## config.mk

```make
export PLATFORM = sky130hd
export DESIGN_NAME = decoder_buf
export DESIGN_NICKNAME = d
export VERILOG_FILES = /design/src/rtl/decoder_buf.sv
export SDC_FILE = /design/constraint.sdc
export NUM_CORES = 1
export LEC_CHECK = 0
export BUFFER_PORTS_ARGS = -buffer_cell sky130_fd_sc_hd__clkbuf_2
export CORE_AREA = 2 2 39 41
export DETAILED_ROUTE_END_ITERATION = 16
export DIE_AREA = 0 0 41 43
export HOLD_SLACK_MARGIN = 0.1
export PLACE_DENSITY = 0.67
export SYNTH_ARGS = -nofsm -noshare
export SYNTH_HDL_FRONTEND = slang
export SYNTH_SLANG_ARGS = --single-unit
```

## constraint.sdc

```tcl
create_clock -name clk -period 2 [get_ports clk]
set_input_delay 0.4 -clock clk [delete_from_list [all_inputs] [get_ports clk]]
set_output_delay 0.4 -clock clk [all_outputs]
set_load 0.05 [all_outputs]
```

## src/rtl/decoder_buf.sv

```systemverilog
// decoder_buf: 2-entry FIFO of 2-bit codes {x,y}, one-hot decoded at the head.
//
// Optional feature: define DEC_COUNT_EN to add the delivered-word counter and
// its `count` port. The default build has neither.
//
// Ports
//   clk        in   sole clock, rising edge
//   rst        in   asynchronous active-high reset
//   x, y       in   code bits (x = MSB), sampled on push
//   in_valid   in   code present
//   in_ready   out  room for a code (EMPTY or ONE)
//   a,b,c,d    out  one-hot decode of head code (11->a, 10->b, 01->c, 00->d)
//   out_valid  out  head word present (ONE or FULL)
//   out_ready  in   consumer takes the head word
//   count      out  words delivered, mod 2^CNT_W (DEC_COUNT_EN only)
module decoder_buf #(
    parameter int unsigned CNT_W = 8
) (
    input  logic             clk,
    input  logic             rst,
    input  logic             x,
    input  logic             y,
    input  logic             in_valid,
    output logic             in_ready,
    output logic             a,
    output logic             b,
    output logic             c,
    output logic             d,
    output logic             out_valid,
    input  logic             out_ready
`ifdef DEC_COUNT_EN
    ,
    output logic [CNT_W-1:0] count
`endif
);

    localparam int unsigned CODE_W = 2;

    typedef enum logic [1:0] {
        ST_EMPTY = 2'd0,
        ST_ONE   = 2'd1,
        ST_FULL  = 2'd2
    } state_e;

    state_e            state_q;
    state_e            state_d;
    logic [CODE_W-1:0] mem_q [2];
    logic              wr_ptr_q;
    logic              rd_ptr_q;
    logic [CODE_W-1:0] head;
    logic              push;
    logic              pop;

    // Handshakes depend only on registered state, so out_ready never reaches in_ready.
    assign push = in_valid & in_ready;
    assign pop  = out_valid & out_ready;

    // State register
    always_ff @(posedge clk or posedge rst) begin
        if (rst) begin
            state_q <= ST_EMPTY;
        end else begin
            state_q <= state_d;
        end
    end

    // Next-state logic on occupancy
    always_comb begin
        state_d = state_q;
        unique case (state_q)
            ST_EMPTY: if (push)         state_d = ST_ONE;
            ST_ONE: begin
                if (push && !pop)       state_d = ST_FULL;
                else if (pop && !push)  state_d = ST_EMPTY;
            end
            ST_FULL:  if (pop)          state_d = ST_ONE;
            default:                    state_d = ST_EMPTY;
        endcase
    end

    // Output decode from state and head entry
    always_comb begin
        in_ready  = 1'b0;
        out_valid = 1'b0;
        head      = mem_q[rd_ptr_q];
        {a, b, c, d} = 4'b0000;
        unique case (state_q)
            ST_EMPTY: in_ready = 1'b1;
            ST_ONE: begin
                in_ready  = 1'b1;
                out_valid = 1'b1;
            end
            ST_FULL:  out_valid = 1'b1;
            default: begin
                in_ready  = 1'b0;
                out_valid = 1'b0;
            end
        endcase
        if (out_valid) begin
            unique case (head)
                2'b11:   a = 1'b1;
                2'b10:   b = 1'b1;
                2'b01:   c = 1'b1;
                default: d = 1'b1;
            endcase
        end
    end

    // Storage and pointers; reset discards any buffered codes.
    always_ff @(posedge clk or posedge rst) begin
        if (rst) begin
            mem_q[0] <= '0;
            mem_q[1] <= '0;
            wr_ptr_q <= 1'b0;
            rd_ptr_q <= 1'b0;
        end else begin
            if (push) begin
                mem_q[wr_ptr_q] <= {x, y};
                wr_ptr_q        <= ~wr_ptr_q;
            end
            if (pop) begin
                rd_ptr_q <= ~rd_ptr_q;
            end
        end
    end

`ifdef DEC_COUNT_EN
    logic [CNT_W-1:0] count_q;

    // Delivered-word counter, wraps naturally
    always_ff @(posedge clk or posedge rst) begin
        if (rst) begin
            count_q <= '0;
        end else if (pop) begin
            count_q <= count_q + CNT_W'(1);
        end
    end

    assign count = count_q;
`endif

endmodule

```

==> results of run 1 <==
[logic make-up after synthesis]
| group | Yosys count | share of synthesized area |
|---|---|---|
| adder cells (fa/ha/maj) | 4 | 0.1008 |
| XOR/XNOR | 3 | 0.05291 |
| flip-flops | 8 | 0.4030 |
| AND/OR/NAND/NOR | 16 | 0.1764 |
| multiplexers | 6 | 0.1310 |
| buffers and inverters | 6 | 0.04534 |
| AO/OA/AOI/OAI | 6 | 0.09069 |
[per-stage QoR]
step | cell area (um^2) | setup TNS [ns] | cells | hold WS (ns)
2_1_floorplan | 501.7 | -0.008114 | 49 | 0.2157
4_1_cts | 605.6 | 0 | 79 | 0.3866
5_1_grt | 605.6 | 0 | 79 | 0.3911
3_3_place_gp | 573.1 | 0 | 75 | 0.3456
6_report | 605.6 | 0 | 79 | 0.3877
3_5_place_dp | 573.1 | 0 | 75 | 0.3459
[routing by layer]
metal | vias to the layer above | global-route usage | share of wire
li1 | 196 | - | -
met2 | 11 | 0.1938 | 0.48
met3 | 4 | 0.01571 | 0.044
met4 | 0 | 0.1200 | 0.037
met1 | 178 | 0.1481 | 0.44
met5 | - | 0 | 0
[what timing repair did]
| action | CTS | global route |
|---|---|---|
| hold buffers | 1 | 0 |
| endpoints found under the hold margin | 8 | 0 |
| gates resized for setup | 0 | 0 |
[cell usage in the layout, fill, tap and decap left out, drive strengths merged]
cell and count:
nand2b 1, mux2 4, or2 1, and2 2, mux2i 2, a221o 1, o22ai 1, xor2 1
nand4b 1, a32oi 1, nand2 3, xnor2 2, clkbuf 14, nand3 2, o21bai 1, nor2b 3
inv 5, ha 4, a22oi 1, dfrtp 8, o21ai 1, nor2 3, dlygate4sd3 1
[final cells by class]
type	count	area, um^2	share of cell area
Clock buffer	3	22.52	0.03719
Inverter	5	18.77	0.03099
Multi-Input combinational cell	35	279.0	0.4607
Sequential cell	8	200.2	0.3306
Tap cell	16	20.02	0.03306
Timing Repair Buffer	12	65.06	0.1074
[worst max-delay path, stage by stage (launching register included)]
cell      delay [ns]
dfrtp_1         0.37
inv_1           0.09
ha_1            0.37
nor2b_2         0.16
clkbuf_2        0.27
[flip-flops by register name, indices dropped and copies added (netlist names)]
signal	count
rd_ptr_q	1
state_q	2
wr_ptr_q	1
mem_q	4
[worst max path at each step]
stage / from / end / slack [ns]
after floorplan: state_q[0] / c / -0.004
after detailed placement: state_q[1] / state_q[0] / 0.31
after CTS: state_q[1] / c / 0.07
after global placement: state_q[1] / state_q[0] / 0.34
after global routing: state_q[0] / c / 0.02
final: state_q[1] / c / 0.08
==> results.toml, run 1 <==
[synth]
synth-main-ff-cell = "dfrtp_1"
synth_cell_types = 23
netlist.area_leader.share = 0.4030
yosys_register_bits = 8
synth-async-reset-ratio = 1.000
synth_cells = 49
synth_edf_count = 0
mappedNetlistArea_um2 = 496.7
yosys_warnings = 0
ys_seq_area_frac = 0.4030
avgSynthCellArea_um2 = 10.14
synth_nets = 59
yosys-top-cells-count = "8 x dfrtp_1, 5 x inv_1, 4 x ha_1, 4 x mux2_1"
synth_area_leader_cell = "dfrtp_1"
yosysMostFrequentCell = "dfrtp_1"
synth_area_leaders = "dfrtp_1 40%, ha_1 10%, mux2_1 9.1%"

[setup_path]
rr_worst_depth = 6
r2r-end = "state_q[1]"
worstPathRequired_ns = 1.60
reg2reg_setup_slack_ns = 0.30
critical_path_arrival_ns = 1.52
crit_fanout = 6
reg2reg_from = "state_q[1]"
worstSetupPathType = "reg -> out"
start_kind = "flop"
crit_path_end_kind = "output port"

[grt]
grt_overflow = 0
grt_pass1_wl_mm = 1.455
grt_max_degree = 9
grt_pass1_vias = 369
antenna_found_initial = 0
grt_usage = 0.1293

[timing]
setup_violations = 0
hold_viol = 0
slew_headroom = 0.8000
fin_skew_ns = 0.004351
timing.final.ws_setup_ns = 0.07655
grt_setup_unrepaired = "false"
final.period_utilization = 0.9617
period_needed_ns = 1.923
fmax_mhz = 519.9
maxSlewViolCount = 0
worst_slew_pin_slew_ns = 0.2996

[place]
gp_congestion = 0.6759
pre_cts_slack_ns = 0.3076
port_buffers = 11

[min_path]
holdPathEnd = "mem_q[1]"
holdPathStages = 2
min-delay-start = "x"
hold_class = "in -> reg"

[die]
initial_core_util = 0.3590
dieWidth_um = 41
rows = 14
die_height_um = 43
ios = 12
coreArea_um2 = 1384
die-area_um2 = 1763

[route]
ant_nets = 0
drt_iter0_markers = 4
wl_per_cell_um = 11.58
via_count = 389
routed_via_density = 4.924
drt_pass1_iterations = 3
drc_errors = 0
routed_wl_um = 915

[clock_tree]
numCtsBuffers = 3
cts_setup_buffers = 0
clock_latency_ns = 0.26
cts.path.max_buffers = 2
htree_num_levels = 1
tritoncts = "yes"
root_buffer = "clkbuf_4"
numClockSinks = 8
clkTransAtPathRegs_ns = 0.05

[final_layout]
antenna_cells = 0
final_nets = 75
final_layout_size_suffix_gt1_frac = 0.2698
final_core_util = 0.4376
area_delta_synth_final_pct = 21.91
n_fill_cell = 138

[run_status]
outcome = "complete, no violations"

[job]
max-cap-violations = 0
Power of run 1 is left out: the tool's default activity adds up to more than one toggle a clock period on the data nets, which glitch-free logic cannot reach.
==> run 2, diff against run 1 <==
Settings changed: CELL_PAD_IN_SITES_DETAIL_PLACEMENT set to 0, CELL_PAD_IN_SITES_GLOBAL_PLACEMENT set to 1, CORE_AREA 2 2 39 41 to not set, CORE_MARGIN set to 2, CORE_UTILIZATION set to 37, DIE_AREA 0 0 41 43 to not set, PLACE_DENSITY 0.67 to 0.81.
==> run 2 against run 1 <==
Effect of this change: sequential share of layout area is 0.068 points higher; flip-flop and latch count stayed put; final cell count is 1.3% lower; critical endpoint is now a; global-route usage is 0.64 points higher; register-to-register slack hardly changed; core utilization is 3.3 points higher; critical path type unchanged.
==> results.toml, run 2 (same netlist as run 1, synthesis figures left out) <==
[run_status]
outcome = "complete, no violations"

[setup_path]
start_kind = "flop"
crit_start = "state_q[0]"
rr_worst_depth = 6
crit_fanout = 6
cp-endpoint = "a"
critical_path_arrival_ns = 1.49
r2r-end = "state_q[0]"
crit_path_end_kind = "output port"
reg2reg_setup_slack_ns = 0.30
worstPathRequired_ns = 1.60
worstSetupPathType = "reg -> out"
reg2reg_from = "state_q[0]"

[final_layout]
ff_latch_area_um2 = 200.2
reg.largest.list = "mem_q: 4 flops, state_q: 2 flops"
layout_common_cells = "9 x clkbuf_2, 8 x dfrtp_1, 5 x inv_1, 4 x mux2_1, 4 x ha_1"
max_flop_register = "mem_q"
final_nets = 75
mostFrequentLayoutCell = "clkbuf_2"
final_core_util = 0.4703
n_fill_cell = 132
antenna_cells = 0
final_layout_size_suffix_gt1_frac = 0.2698
design_area_um2 = 604.3
area_delta_synth_final_pct = 21.66
largest_reg_flops = 4
multi_input_area_um2 = 279.0

[grt]
grt_pass1_vias = 342
grt_overflow = 0
grt_max_degree = 9
grt_usage = 0.1357
antenna_found_initial = 0
grt_pass1_wl_mm = 1.359

[die]
die-area_um2 = 1652
initial_core_util = 0.3866
rows = 13
ios = 12
dieWidth_um = 40.64
coreArea_um2 = 1285
die_height_um = 40.64

[timing]
hold_viol = 0
slew_headroom = 0.7974
maxSlewViolCount = 0
fmax_mhz = 528.9
final.period_utilization = 0.9453
period_needed_ns = 1.891
setup_violations = 0
grt_setup_unrepaired = "false"
fin_skew_ns = 0.001828
worst_slew_pin_slew_ns = 0.3035

[clock_tree]
numCtsBuffers = 3
numClockSinks = 8
tritoncts = "yes"
htree_num_levels = 1
cts_setup_buffers = 0
clock_latency_ns = 0.25
cts.path.max_buffers = 2
clkTransAtPathRegs_ns = 0.05
root_buffer = "clkbuf_4"

[place]
gp_congestion = 0.7247
hpwl_um = 748.2
port_buffers = 11
placed_area_um2 = 571.8

[min_path]
hold_class = "in -> reg"

[route]
routed_wl_um = 926
drt_iter0_markers = 8
routed_via_density = 4.769
via_count = 372
ant_nets = 0
wl_per_cell_um = 11.87
drt_pass1_iterations = 3
drc_errors = 0

[job]
max-cap-violations = 0
==> run 2: cell count changes in the layout (fill, tap and decap cells not counted), sizes merged <==
cell / before / now
buf: 0 / 2
clkbuf: 14 / 12
==> run 2: area by class of cell <==
| type | instances | share of cell area |
|---|---|---|
| Clock buffer | 3 | 0.03727 |
| Inverter | 5 | 0.03106 |
| Multi-Input combinational cell | 35 | 0.4617 |
| Sequential cell | 8 | 0.3313 |
| Tap cell | 15 | 0.03106 |
| Timing Repair Buffer | 12 | 0.1077 |
==> run 2: what timing repair did <==
action,in CTS,in global routing
setup endpoints to repair,0,2
hold endpoints to repair,8,0
gates resized for setup,0,2
hold buffers,1,0
==> run 2: critical path, cell delays in order, from the launching register on <==
cell and delay, ns:
dfrtp_1 0.38, inv_1 0.09, ha_1 0.36, and2_1 0.14, clkbuf_2 0.27
==> run 2: worst min-delay path by stage <==
stage                     startpoint          to  slack, ns  cells past startpoint
after floorplan                  rst    mem_q[0]       0.22                      1
after global placement           rst  state_q[1]       0.34                      2
after detailed placement         rst    wr_ptr_q       0.34                      2
after CTS                          y    mem_q[0]       0.38                      2
after global routing               y    mem_q[0]       0.38                      2
final                              y    mem_q[0]       0.38                      2
==> run 2: per-layer routing <==
metal,GRT usage,wire length (um),vias to the layer above
li1,-,-,196
met1,0.1481,424,167
met2,0.2143,456,7
met3,0.03261,32,2
met4,0.1250,12,0
met5,0,0,-
==> run 2: through the flow <==
step	setup slack (ns)	TNS, ns	instances	hold slack (ns)
6_report	0.1094	0	78	0.3801
5_1_grt	0.001654	0	78	0.3794
4_1_cts	0.06381	0	78	0.3757
3_5_place_dp	0.2853	0	74	0.3397
3_3_place_gp	0.3337	0	74	0.3427
2_1_floorplan	-0.004057	-0.008114	49	0.2157
Power of run 2 is left out for the same reason.
==> run 3, diff against run 2 <==
Settings changed: REMOVE_ABC_BUFFERS set to 1.
==> run 3 against run 2 <==
Effect of this change: register-to-register slack improved by 0.04 ns; die area did not move; first-iteration DRC count down 63%; count of clock-buffer cells in the layout is the same; flip-flop and latch count is the same; routed wire length fell by 11%; via count fell by 0.27%; final cell count unchanged; clock skew rose by 0.0042 ns; sequential share of layout area increased by 0.14 points; non-clock buffer count unchanged; critical endpoint is now c.
==> results.toml, run 3 (same netlist as run 1, synthesis figures left out) <==
[run_status]
outcome = "complete, no violations"

[grt]
antenna_found_initial = 0
grt_pass1_wl_mm = 1.235
grt_usage = 0.1144
grt_max_degree = 9
grt_pass1_vias = 297
grt_overflow = 0

[die]
die_height_um = 40.64
ios = 12
coreArea_um2 = 1285
dieWidth_um = 40.64
rows = 13
initial_core_util = 0.3866
die-area_um2 = 1652

[min_path]
hold_class = "in -> reg"
holdPathStages = 2

[setup_path]
start_kind = "flop"
worstPathRequired_ns = 1.60
critical_path_arrival_ns = 1.49
worst_path_largest_cell_delay_ns = 0.38
rr_worst_depth = 6
slowest_stage = "dfrtp_1"
crit_fanout = 6
worstSetupPathType = "reg -> out"
crit_chain = "inv_1 -> ha_1 -> nor2b_1 -> clkbuf_2"
crit_path_end_kind = "output port"

[clock_tree]
cts.path.max_buffers = 2
clkTransAtPathRegs_ns = 0.05
numClockSinks = 8
numCtsBuffers = 3
clock_latency_ns = 0.25
htree_num_levels = 1
tritoncts = "yes"
root_buffer = "clkbuf_4"

[timing]
slew_headroom = 0.7968
hold_viol = 0
period_needed_ns = 1.895
fmax_mhz = 527.7
fin_skew_ns = 0.005982
timing.final.ws_setup_ns = 0.1051
final.period_utilization = 0.9475
maxSlewViolCount = 0
grt_setup_unrepaired = "false"
worst_slew_pin_slew_ns = 0.3045
setup_violations = 0

[place]
port_buffers = 11
pre_cts_slack_ns = 0.3257
placed_area_um2 = 566.8
hpwl_um = 721.1
placed_cells = 74
gp_congestion = 0.7263

[final_layout]
final_core_util = 0.4684
reg.largest.list = "mem_q: 4 flops, state_q: 2 flops"
largest_reg_flops = 4
mostFrequentLayoutCell = "clkbuf_2"
layout_common_cells = "10 x clkbuf_2, 8 x dfrtp_1, 5 x inv_1"
design_area_um2 = 601.8
max_flop_register = "mem_q"
fin_cells = 78
area_delta_synth_final_pct = 21.16
final_layout_size_suffix_gt1_frac = 0.2381
antenna_cells = 0
final_nets = 75

[route]
wl_per_cell_um = 10.51
via_count = 371
drt_pass1_iterations = 2
drc_errors = 0
ant_nets = 0
routed_wl_um = 820
routed_via_density = 4.756
drt_iter0_markers = 3

[job]
max-cap-violations = 0
run 3: cell type report:
class | instances | area (um^2)
Clock buffer | 3 | 22.52
Timing Repair Buffer | 12 | 67.56
Inverter | 5 | 18.77
Tap cell | 15 | 18.77
Fill cell | 130 | 683.2
Sequential cell | 8 | 200.2
Multi-Input combinational cell | 35 | 274.0
run 3: critical path: cells and delay by family (launching register included):
family	cells	cell delay (ns)
buffers and inverters	2	0.37
flip-flops	1	0.38
adder cells (fa/ha/maj)	1	0.35
AND/OR/NAND/NOR	1	0.14
run 3: final timing paths:
check / start / slack, ns / endpoint
worst min register to register: wr_ptr_q / 0.50 / wr_ptr_q
max in group asynchronous: rst / 1.15 / mem_q[1]
worst min-delay path: x / 0.39 / mem_q[1]
min in group asynchronous: rst / 0.62 / state_q[0]
worst max-delay path: state_q[1] / 0.11 / c
worst max register to register: state_q[1] / 0.34 / state_q[0]
run 3: layer usage:
metal / GRT usage / up-vias / share of wire
li1: - / 199 / -
met1: 0.1735 / 164 / 0.48
met2: 0.1468 / 6 / 0.47
met3: 0.03261 / 2 / 0.041
met4: 0.05000 / 0 / 0.0061
met5: 0 / - / 0
run 3: per-stage QoR:
stage	hold slack [ns]	setup TNS [ns]
after floorplan	0.2157	-0.4487
after global placement	0.3383	0
after detailed placement	0.3402	0
after CTS	0.3873	0
after global routing	0.3881	0
final	0.3897	0
run 3: timing repair:
action	4_1_cts	5_1_grt
hold buffers	1	0
setup buffers	0	0
setup endpoints to repair	0	1
gates resized for setup	0	2
hold endpoints to repair	8	0
Power of run 3 is left out for the same reason.
